**src/rtl/sdram_ctrl_pkg.sv**
```systemverilog
// Shared definitions for the SDR SDRAM controller: state and command encodings,
// timing defaults, burst clamping and the burst-stop strobes.
package sdram_ctrl_pkg;

  localparam int unsigned DEF_T_POWERUP   = 20000;
  localparam int unsigned DEF_T_RP        = 3;
  localparam int unsigned DEF_T_RFC       = 7;
  localparam int unsigned DEF_T_MRD       = 2;
  localparam int unsigned DEF_T_RCD       = 3;
  localparam int unsigned DEF_CAS_LAT     = 3;
  localparam int unsigned DEF_T_WR        = 2;
  localparam int unsigned DEF_INIT_AR_NUM = 8;
  localparam int unsigned DEF_REF_PERIOD  = 781;

  typedef enum logic [4:0] {
    I_NOP  = 5'd0,
    I_PRE  = 5'd1,
    I_TRP  = 5'd2,
    I_AR   = 5'd3,
    I_TRF  = 5'd4,
    I_MRS  = 5'd5,
    I_TRSC = 5'd6,
    I_DONE = 5'd7
  } init_state_e;

  typedef enum logic [3:0] {
    W_IDLE   = 4'd0,
    W_ACTIVE = 4'd1,
    W_TRCD   = 4'd2,
    W_READ   = 4'd3,
    W_CL     = 4'd4,
    W_RD     = 4'd5,
    W_WRITE  = 4'd6,
    W_WD     = 4'd7,
    W_TWR    = 4'd8,
    W_PRE    = 4'd9,
    W_TRP    = 4'd10,
    W_AR     = 4'd11,
    W_TRFC   = 4'd12
  } work_state_e;

  // {cs_n, ras_n, cas_n, we_n} as driven by the downstream command encoder.
  typedef enum logic [3:0] {
    CMD_INIT   = 4'b1111,
    CMD_NOP    = 4'b0111,
    CMD_ACTIVE = 4'b0011,
    CMD_READ   = 4'b0101,
    CMD_WRITE  = 4'b0100,
    CMD_B_STOP = 4'b0110,
    CMD_PRGE   = 4'b0010,
    CMD_A_REF  = 4'b0001,
    CMD_LMR    = 4'b0000
  } cmd_e;

  function automatic logic [9:0] clamp_burst(input logic [9:0] b);
    if (b < 10'd4)   return 10'd4;
    if (b > 10'd512) return 10'd512;
    return b;
  endfunction

  function automatic logic end_wrburst(input work_state_e st, input logic [9:0] cnt,
                                       input logic [9:0] burst);
    return (st == W_WD) && (cnt == burst - 10'd2);
  endfunction

  function automatic logic end_rdburst(input work_state_e st, input logic [9:0] cnt,
                                       input logic [9:0] burst, input logic [9:0] cas_lat);
    return (st == W_RD) && (cnt == burst - cas_lat - 10'd1);
  endfunction

endpackage

```
**src/rtl/sdram_ref_timer.sv**
```systemverilog
// Auto-refresh interval timer: wraps every REF_PERIOD cycles once enabled and
// raises a pending flag that the working FSM clears when it enters W_AR.
module sdram_ref_timer
  import sdram_ctrl_pkg::*;
#(
  parameter int unsigned REF_PERIOD = DEF_REF_PERIOD
) (
  input  logic clk,
  input  logic reset_n,
  input  logic en,
  input  logic clr,
  output logic ref_pend
);

  localparam int TW = $clog2(REF_PERIOD);

  logic [TW-1:0] timer_q, timer_d;
  logic          pend_q, pend_d;
  logic          wrap;

  always_comb begin
    // NOTE: every variable gets a default before any branch so no latch is inferred.
    timer_d = timer_q;
    pend_d  = pend_q;
    wrap    = 1'b0;
    if (en) begin
      if (timer_q == TW'(REF_PERIOD - 1)) begin
        timer_d = '0;
        wrap    = 1'b1;
      end else begin
        timer_d = timer_q + 1'b1;
      end
    end
    if (wrap) pend_d = 1'b1;
    // Servicing wins over a coincident wrap.
    if (clr)  pend_d = 1'b0;
  end

  always_ff @(posedge clk or negedge reset_n) begin
    // NOTE: state is updated with non-blocking assignments so every flop samples pre-edge values.
    if (!reset_n) begin
      timer_q <= '0;
      pend_q  <= 1'b0;
    end else begin
      timer_q <= timer_d;
      pend_q  <= pend_d;
    end
  end

  assign ref_pend = pend_q;

endmodule

```
**src/rtl/sdram_ctrl.sv**
```systemverilog
// SDR SDRAM sequencing controller: power-up init, refresh scheduling and
// read/write arbitration, exposing state and cycle count to the command encoder.
module sdram_ctrl
  import sdram_ctrl_pkg::*;
#(
  parameter int unsigned T_POWERUP   = DEF_T_POWERUP,
  parameter int unsigned T_RP        = DEF_T_RP,
  parameter int unsigned T_RFC       = DEF_T_RFC,
  parameter int unsigned T_MRD       = DEF_T_MRD,
  parameter int unsigned T_RCD       = DEF_T_RCD,
  parameter int unsigned CAS_LAT     = DEF_CAS_LAT,
  parameter int unsigned T_WR        = DEF_T_WR,
  parameter int unsigned INIT_AR_NUM = DEF_INIT_AR_NUM,
  parameter int unsigned REF_PERIOD  = DEF_REF_PERIOD
) (
  input  logic       clk,
  input  logic       reset_n,
  input  logic       sdram_wr_req,
  input  logic       sdram_rd_req,
  input  logic [9:0] sdram_wr_burst,
  input  logic [9:0] sdram_rd_burst,
  output logic       sdram_wr_ack,
  output logic       sdram_rd_ack,
  output logic       sdram_init_done,
  output logic [4:0] init_state,
  output logic [3:0] work_state,
  output logic [9:0] cnt_clk,
  output logic       sdram_rd_wr
);

  localparam int ARW = $clog2(INIT_AR_NUM + 1);

  // Last cnt_clk value of each multi-cycle wait state.
  localparam logic [14:0]    PWR_END  = 15'(T_POWERUP - 1);
  localparam logic [9:0]     TRP_END  = 10'(T_RP - 2);
  localparam logic [9:0]     TRFC_END = 10'(T_RFC - 2);
  localparam logic [9:0]     TMRD_END = 10'(T_MRD - 2);
  localparam logic [9:0]     TRCD_END = 10'(T_RCD - 2);
  localparam logic [9:0]     CL_END   = 10'(CAS_LAT - 2);
  localparam logic [9:0]     TWR_END  = 10'(T_WR - 1);
  localparam logic [ARW-1:0] AR_NUM   = ARW'(INIT_AR_NUM);

  init_state_e    init_state_q, init_state_d;
  work_state_e    work_state_q, work_state_d;
  logic [9:0]     cnt_clk_q, cnt_clk_d;
  logic [14:0]    cnt_pwr_q, cnt_pwr_d;
  logic [ARW-1:0] ar_cnt_q, ar_cnt_d;
  logic [9:0]     wr_burst_q, wr_burst_d;
  logic [9:0]     rd_burst_q, rd_burst_d;
  logic           rd_wr_q, rd_wr_d;
  logic           wr_ack_q, wr_ack_d;
  logic           rd_ack_q, rd_ack_d;
  logic           init_done_q, init_done_d;
  logic           ref_pend, ref_clr, wr_go, rd_go;

  sdram_ref_timer #(.REF_PERIOD(REF_PERIOD)) u_ref_timer (
    .clk      (clk),
    .reset_n  (reset_n),
    .en       (init_state_q == I_DONE),
    .clr      (ref_clr),
    .ref_pend (ref_pend)
  );

  always_comb begin
    init_state_d = init_state_q;
    work_state_d = work_state_q;
    cnt_pwr_d    = cnt_pwr_q;
    ar_cnt_d     = ar_cnt_q;
    wr_burst_d   = wr_burst_q;
    rd_burst_d   = rd_burst_q;
    rd_wr_d      = rd_wr_q;
    ref_clr      = 1'b0;
    // A zero-length burst is not a request at all.
    wr_go        = sdram_wr_req && (sdram_wr_burst != 10'd0);
    rd_go        = sdram_rd_req && (sdram_rd_burst != 10'd0);

    unique case (init_state_q)
      I_NOP:   if (cnt_pwr_q == PWR_END) init_state_d = I_PRE;
               else cnt_pwr_d = cnt_pwr_q + 15'd1;
      I_PRE:   init_state_d = I_TRP;
      I_TRP:   if (cnt_clk_q == TRP_END) init_state_d = I_AR;
      I_AR:    begin
                 init_state_d = I_TRF;
                 ar_cnt_d     = ar_cnt_q + 1'b1;
               end
      I_TRF:   if (cnt_clk_q == TRFC_END) begin
                 if (ar_cnt_q == AR_NUM) init_state_d = I_MRS;
                 else                    init_state_d = I_AR;
               end
      I_MRS:   init_state_d = I_TRSC;
      I_TRSC:  if (cnt_clk_q == TMRD_END) init_state_d = I_DONE;
      default: init_state_d = I_DONE;
    endcase

    if (init_state_q != I_DONE) begin
      work_state_d = W_IDLE;
    end else begin
      unique case (work_state_q)
        W_IDLE:   if (ref_pend) begin
                    work_state_d = W_AR;
                    ref_clr      = 1'b1;
                  end else if (wr_go || rd_go) begin
                    work_state_d = W_ACTIVE;
                    rd_wr_d      = !wr_go;
                    wr_burst_d   = clamp_burst(sdram_wr_burst);
                    rd_burst_d   = clamp_burst(sdram_rd_burst);
                  end
        W_ACTIVE: work_state_d = W_TRCD;
        W_TRCD:   if (cnt_clk_q == TRCD_END) begin
                    if (rd_wr_q) work_state_d = W_READ;
                    else         work_state_d = W_WRITE;
                  end
        W_READ:   work_state_d = W_CL;
        W_CL:     if (cnt_clk_q == CL_END) work_state_d = W_RD;
        W_RD:     if (cnt_clk_q == rd_burst_q - 10'd1) work_state_d = W_PRE;
        W_WRITE:  work_state_d = W_WD;
        W_WD:     if (end_wrburst(work_state_q, cnt_clk_q, wr_burst_q)) work_state_d = W_TWR;
        W_TWR:    if (cnt_clk_q == TWR_END) work_state_d = W_PRE;
        W_PRE:    work_state_d = W_TRP;
        W_TRP:    if (cnt_clk_q == TRP_END) work_state_d = W_IDLE;
        W_AR:     work_state_d = W_TRFC;
        W_TRFC:   if (cnt_clk_q == TRFC_END) work_state_d = W_IDLE;
        default:  work_state_d = W_IDLE;
      endcase
    end

    if ((init_state_d != init_state_q) || (work_state_d != work_state_q)) cnt_clk_d = '0;
    else if (cnt_clk_q == 10'h3FF)                                        cnt_clk_d = cnt_clk_q;
    else                                                                   cnt_clk_d = cnt_clk_q + 10'd1;

    wr_ack_d    = (work_state_d == W_WRITE) || (work_state_d == W_WD);
    rd_ack_d    = (work_state_q == W_RD);
    init_done_d = (init_state_q == I_DONE);
  end

  always_ff @(posedge clk or negedge reset_n) begin
    if (!reset_n) begin
      init_state_q <= I_NOP;
      work_state_q <= W_IDLE;
      cnt_clk_q    <= '0;
      cnt_pwr_q    <= '0;
      ar_cnt_q     <= '0;
      wr_burst_q   <= 10'd4;
      rd_burst_q   <= 10'd4;
      rd_wr_q      <= 1'b1;
      wr_ack_q     <= 1'b0;
      rd_ack_q     <= 1'b0;
      init_done_q  <= 1'b0;
    end else begin
      init_state_q <= init_state_d;
      work_state_q <= work_state_d;
      cnt_clk_q    <= cnt_clk_d;
      cnt_pwr_q    <= cnt_pwr_d;
      ar_cnt_q     <= ar_cnt_d;
      wr_burst_q   <= wr_burst_d;
      rd_burst_q   <= rd_burst_d;
      rd_wr_q      <= rd_wr_d;
      wr_ack_q     <= wr_ack_d;
      rd_ack_q     <= rd_ack_d;
      init_done_q  <= init_done_d;
    end
  end

  assign init_state      = init_state_q;
  assign work_state      = work_state_q;
  assign cnt_clk         = cnt_clk_q;
  assign sdram_rd_wr     = rd_wr_q;
  assign sdram_wr_ack    = wr_ack_q;
  assign sdram_rd_ack    = rd_ack_q;
  assign sdram_init_done = init_done_q;

endmodule
```
**config.mk**
```make
export PLATFORM = sky130hd
export DESIGN_NAME = sdram_ctrl
export DESIGN_NICKNAME = d
export VERILOG_FILES = /design/src/rtl/sdram_ctrl_pkg.sv /design/src/rtl/sdram_ref_timer.sv /design/src/rtl/sdram_ctrl.sv
export SDC_FILE = /design/constraint.sdc
export NUM_CORES = 1
export LEC_CHECK = 0
export CORE_ASPECT_RATIO = 0.7
export CORE_UTILIZATION = 45
export CTS_CLUSTER_SIZE = 28
export DETAILED_ROUTE_END_ITERATION = 10
export GPL_TIMING_DRIVEN = 0
export PLACE_DENSITY = 0.68
export SLEW_MARGIN = 20
export SYNTH_ARGS = -nofsm -noshare
export SYNTH_HDL_FRONTEND = slang
export SYNTH_SLANG_ARGS = --single-unit
```
**constraint.sdc**
```tcl
create_clock -name clk -period 2.35 [get_ports clk]
set_input_delay 0.47 -clock clk [delete_from_list [all_inputs] [get_ports clk]]
set_output_delay 0.47 -clock clk [all_outputs]
set_load 0.03 [all_outputs]
```
==> flow_summary.ini, run 1 <==
[power_and_ir_drop]
power_frac_seq_pct = 40.3
pwr-share-clk_pct = 33.1
p_leak_nw = 2.589
power.internal_w = 0.002578
powerDensity_nw_per_um2 = 592.2
p_comb_share_pct = 26.6
swShare_pct = 30.99
vdd_ir_drop_max_mv = 0.3374
power.switching_w = 0.001158

[place]
dp_hpwl_mm = 8.768
portBuffers = 44
gp_congestion = 0.9581
pre_cts_ws_ns = -0.6922
dp_cells = 708

[job]
drv_cap = 0

[sta]
finalHoldViolations = 0
skew_ns = 0.004641
finalMaxSlewViolations = 0
worst_slack_ns = -0.1270
slew-limit-headroom_pct = 49.15
whs_ns = 0.08043
fmax_ghz = 0.4037
finalCritPeriodShare_pct = 105.4
tightest_slew_ns = 0.7547
setup_violations = 14
fin_crit_ns = 2.477
rsz0062_at_grt = true

[floorplan]
die_x_um = 124.6
num_io_pins = 47
die_area_sq_um = 10950
die_h_um = 87.84
rows = 30
core_area_sq_um = 9947
start_util_pct = 47.62

[min_path]
min_path_type = input pin to async pin

[cells_and_area]
final_cell_count_no_fill = 757
antennaDiodeCount = 0
drive_gt1_share_pct = 26.71
fin_nets = 658
area_growth_pct = 33.17
fill_cells = 808

[synth]
async_flop_share_pct = 100.0
yosysSeqAreaShare_pct = 38.64
synth-edff-count = 0
syn_inst = 534
yosysWarnings = 0
netlist_area_sq_um = 4737
ys_ff_latch = 73
synth_flop_cell = dfrtp_1
syn_area_per_cell_sq_um = 8.871
synth_cell_type_count = 80

[clocking]
htree_num_levels = 3
clk_pin_slew_ns = 0.06
clk_root_buffer_cell = clkbuf_16
postCtsHoldBufs = 0
clk_latency_ns = 0.33
cts_tree = done
cts_sinks = 73
clock_path_buffers = 2
tritoncts.num_buffers = 9

[setup_path]
startpoint_type = flip-flop
worstPathArrival_ns = 2.73
crit_fanout = 5
worstPathRequired_ns = 2.60
end_kind = flip-flop
path_class = flip-flop to flip-flop
r2r_cells = 10

[global_routing]
antenna_found_initial = 0
grt_pass1_vias = 4151
grt_max_degree = 41
grt_overflow_total = 0
grt_pass1_wl_mm = 20.82
grt_usage_pct = 23.98

[route]
drtIter0Drc = 280
drc = 0
avgViaCountPerCell = 5.819
vias = 4405
drt-pass1-iter-count = 5
wire_per_inst_um = 16.86
ant_nets = 0
routed_wl_mm = 12.76

[run_status]
failed_checks = setup timing
outcome = finished, violations left
## per-layer routing
layer  wire (um)  GRT usage, %  vias up
met4         129         5.805        0
met3         706         5.620       20
li1            -             -     2096
met1        6197         32.96     2143
met5           0             0        -
met2        5728         38.47      146
## critical path, stage by stage (launching register included)
cell	delay, ns
dfrtp_2	0.40
inv_2	0.08
ha_4	0.12
or4b_4	0.48
nor4_4	0.24
a221o_2	0.25
o221ai_4	0.11
nor4_4	0.17
buf_4	0.17
nand4b_4	0.17
nor3_2	0.20
## power by group through the flow
stage / Clock, W / Combinational, W / Sequential, W
6_report: 0.00124 / 0.000992 / 0.00151
5_1_grt: 0.00130 / 0.00108 / 0.00152
4_1_cts: 0.00127 / 0.000905 / 0.00150
3_5_place_dp: 0 / 0.000785 / 0.00151
3_3_place_gp: 0 / 0.000752 / 0.00150
2_1_floorplan: 0 / 0.000555 / 0.00149
## synth_stat cells, types with 9 or more instances
cell	number	area, sq um
a21oi_1	16	80.08
a31oi_1	11	68.82
clkbuf_1	21	78.83
dfrtp_1	70	1752
ha_1	10	125.1
inv_1	20	75.07
nand2_1	58	217.7
nand2b_1	19	118.9
nand3_1	21	105.1
nand4_1	17	106.4
nor2_1	43	161.4
nor3_1	25	125.1
nor4_1	9	56.30
o21ai_0	30	150.1
xnor2_1	27	236.5
xor2_1	21	183.9
## state kept, by name, summed over array words and instances (netlist names)
register / cells
cnt_pwr_q: 15
cnt_clk: 10
rd_burst_q: 10
u_ref_timer.timer_q: 10
wr_burst_q: 10
init_state: 5
ar_cnt_q: 4
work_state: 4
sdram_init_done: 1
sdram_rd_ack: 1
sdram_rd_wr: 1
sdram_wr_ack: 1
u_ref_timer.ref_pend: 1
## stage by stage
step | util [%] | power (W) | instance area, sq um | setup TNS [ns]
global placement | 53.85 | 0.002257 | 5356 | -135.61
global route | 63.42 | 0.003907 | 6309 | -2.794
CTS | 60.68 | 0.003675 | 6036 | -1.465
detailed placement | 54.03 | 0.002294 | 5374 | -16.46
finish | 63.42 | 0.003736 | 6309 | -1.013
floorplan | - | 0.002047 | 4756 | -0.01117
## what timing repair did
item | CTS | global route
cloned | 1 | 1
hold endpoints to repair | 0 | 0
buffers inserted | 24 | 18
setup endpoints to repair | 35 | 43
pin swaps | 36 | 18
gates resized for setup | 57 | 48
## cell usage in the layout (no fill, tap or decap), types with 7 or more instances in the layout
master,Yosys,layout
nor3_1,25,16
dfrtp_2,0,13
nand3_1,21,20
xnor2_1,27,27
nand4_1,17,17
a21oi_1,16,15
xor2_1,21,20
a31oi_1,11,7
nor3_2,0,8
o21ai_1,2,7
inv_1,20,18
buf_4,3,44
dfrtp_1,70,57
clkdlybuf4s50_1,0,42
nand2b_1,19,19
nor2_1,43,36
clkbuf_16,0,10
nand2_1,58,56
buf_6,4,8
clkbuf_1,21,8
ha_1,10,8
o21ai_0,30,23
## path summary, 6_finish.rpt
kind	endpoint	slack, ns	from
worst max register to register	cnt_clk[0]	-0.13	cnt_clk[1]
max in group asynchronous	sdram_rd_wr	1.63	reset_n
worst max-delay path	cnt_clk[0]	-0.13	cnt_clk[1]
min in group clk	wr_burst_q[2]	0.46	sdram_wr_burst[2]
worst min register to register	cnt_pwr_q[11]	0.47	cnt_pwr_q[11]
worst min-delay path	cnt_pwr_q[13]	0.08	reset_n
## final cells by class
class | instances | area (sq um) | share of cell area (%)
Multi-Input combinational cell | 409 | 2987 | 47.34
Clock buffer | 12 | 246.5 | 3.907
Buffer | 23 | 165.2 | 2.618
Timing Repair Buffer | 88 | 808.3 | 12.81
Tap cell | 128 | 160.2 | 2.539
Sequential cell | 73 | 1847 | 29.27
Clock inverter | 4 | 20.02 | 0.3173
Inverter | 20 | 75.07 | 1.190
## cell families (layout without fill, tap and decap cells)
logic type | count (synthesis) | count (layout) | synth area share [%]
adder cells (fa/ha/maj) | 10 | 10 | 2.641
XOR/XNOR | 49 | 49 | 9.377
multiplexers | 5 | 5 | 1.162
buffers and inverters | 54 | 147 | 5.309
AND/OR/NAND/NOR | 246 | 247 | 28.90
AO/OA/AOI/OAI | 96 | 96 | 13.89
other | 1 | 2 | 0.07916
flip-flops | 73 | 73 | 38.64
(Power assumes the default switching activity.)
==> inputs of run 2 (changes only) <==
--- a/config.mk
+++ b/config.mk
@@ -13,2 +13,3 @@
 export PLACE_DENSITY = 0.68
+export SETUP_SLACK_MARGIN = 0.4
 export SLEW_MARGIN = 20
--- a/constraint.sdc
+++ b/constraint.sdc
@@ -3,2 +3,2 @@
 set_output_delay 0.47 -clock clk [all_outputs]
-set_load 0.03 [all_outputs]
+set_load 0.02 [all_outputs]
==> run 2 against run 1 <==
Effect of this change:
- critical path depth down 2
- wire length up 5.1%
- power up 10%
- the flow still finishes with violations (setup timing)
- register-to-register slack worse by 0.09 ns
- clock power up 25%
- die area unchanged
- clock-buffer cell count unchanged
- core utilization up 3.5 points
- sequential power about the same
- fmax down 3.5%
- design area up 5.6%
- first-iteration DRC count up 54%
- critical endpoint is now sdram_wr_ack
==> flow_summary.ini, run 2 (synthesis gave the netlist of run 1 again) <==
[run_status]
outcome = finished, violations left
failed_checks = setup timing

[route]
routed_wl_mm = 13.41
drc = 0
avgViaCountPerCell = 5.890
ant_nets = 0
drtIter0Drc = 432
wire_per_inst_um = 17.55
vias = 4500
drt-pass1-iter-count = 5

[place]
portBuffers = 44
pre_cts_ws_ns = -0.5757
gp_congestion = 0.9223
dp_hpwl_mm = 8.869

[sta]
rsz0062_at_grt = true
fin_crit_ns = 2.568
finalHoldViolations = 0
skew_ns = 0.005799
tightest_slew_ns = 1.087
fmax_ghz = 0.3895
finalSetupTns_ns = -2.225
worst_slack_ns = -0.2177
finalCritPeriodShare_pct = 109.3
finalMaxSlewViolations = 0
whs_ns = 0.07498
slew-limit-headroom_pct = 26.77
setup_violations = 15

[setup_path]
rrSetupSlack_ns = -0.22
startpoint_type = flip-flop
end_kind = flip-flop
crit_fanout = 8
path_class = flip-flop to flip-flop
worstPathRequired_ns = 2.52
worstPathArrival_ns = 2.74

[global_routing]
grt_usage_pct = 24.39
grt_pass1_vias = 4160
grt_max_degree = 43
grt_overflow_total = 0
antenna_found_initial = 0
grt_pass1_wl_mm = 21.00

[power_and_ir_drop]
powerDensity_nw_per_um2 = 619.2
p_leak_nw = 2.787
vdd_ir_drop_max_mv = 0.3735

[floorplan]
start_util_pct = 47.62
die_area_sq_um = 10950
rows = 30
die_x_um = 124.6
core_area_sq_um = 9947
die_h_um = 87.84
num_io_pins = 47

[cells_and_area]
final_cell_mix = dfrtp_1 (57), nand2_1 (45), buf_4 (42), clkdlybuf4s50_1 (35), nor2_1 (34)
antennaDiodeCount = 0
drive_gt1_share_pct = 31.76
top_register = cnt_pwr_q
final_core_util_pct = 66.96
final_common_cell = dfrtp_1
fin_nets = 665
fill_cells = 774
area_growth_pct = 40.60
largest_reg_flops = 15

[clocking]
cts_tree = done
clk_latency_ns = 0.34
clk_pin_slew_ns = 0.06
htree_num_levels = 3
postCtsHoldBufs = 0
clk_root_buffer_cell = clkbuf_16
tritoncts.num_buffers = 9
clock_path_buffers = 2
cts_sinks = 73

[min_path]
min_path_type = input pin to async pin

[job]
drv_cap = 0
-- run 2: cell types whose count changed in the layout (fill, tap and decap cells not counted), moves of 3 or more --
cell	before	now
nand2_1	56	45
o21ai_0	23	12
o21ai_1	7	18
nand2_2	2	12
clkdlybuf4s50_1	42	35
clkbuf_8	1	6
dlymetal6s2s_1	1	6
a21oi_1	15	11
a21oi_2	2	5
clkbuf_1	8	5
clkinv_2	4	1
-- run 2: final timing paths --
kind	to	depth (start not counted)	from
min	cnt_clk[8]	1	reset_n
max	sdram_wr_ack	8	rd_burst_q[3]
min reg2reg	cnt_pwr_q[11]	1	cnt_pwr_q[11]
max in group asynchronous	init_state[3]	2	reset_n
min in group clk	rd_burst_q[1]	3	sdram_rd_burst[1]
max reg2reg	sdram_wr_ack	8	rd_burst_q[3]
-- run 2: metal layers --
metal,GRT usage [%],part of all wire (%),vias to the layer above
met5,0,0,-
met4,5.696,1.1,0
met3,6.720,8.1,21
met2,35.81,43,182
met1,35.60,48,2195
li1,-,-,2102
-- run 2: layout make-up --
cell class | count | area [sq um] | area share (%)
buffer | 34 | 319.1 | 4.791
clock buffer | 12 | 266.5 | 4.002
sequential | 73 | 1847 | 27.73
multi-input combinational | 409 | 3124 | 46.91
tap | 128 | 160.2 | 2.405
inverter | 20 | 77.57 | 1.165
timing repair buffer | 84 | 792.0 | 11.89
clock inverter | 4 | 73.82 | 1.108
-- run 2: critical path, cell delays in order, from the launching register on --
cell and delay (ns):
dfrtp_1 0.40, buf_4 0.17, or4_4 0.55, nor4_4 0.19
nor3_2 0.08, a2111oi_4 0.42, a21boi_2 0.16, and4b_2 0.36
a2111oi_4 0.06
-- run 2: power breakdown --
part / total [W] / switching (W) / internal (W) / leakage (nW)
logic: 0.00107 / 0.000547 / 0.000522 / 1.67
clock network: 0.00155 / 0.000530 / 0.00102 / 0.169
registers: 0.00151 / 0.000140 / 0.00137 / 0.945
-- run 2: metrics by stage --
step	instances	total power, W	area [sq um]
after floorplan	535	0.002077	4893
after global placement	707	0.002285	5494
after detailed placement	708	0.002323	5512
after CTS	750	0.004016	6346
after global routing	764	0.004316	6660
final	764	0.004124	6660
-- run 2: timing repair --
action                     in CTS  in global routing
setup endpoints to repair      52                 48
gates cloned                    1                  1
setup buffers                  25                 13
pin swaps                      14                 34
resized for setup              69                 72
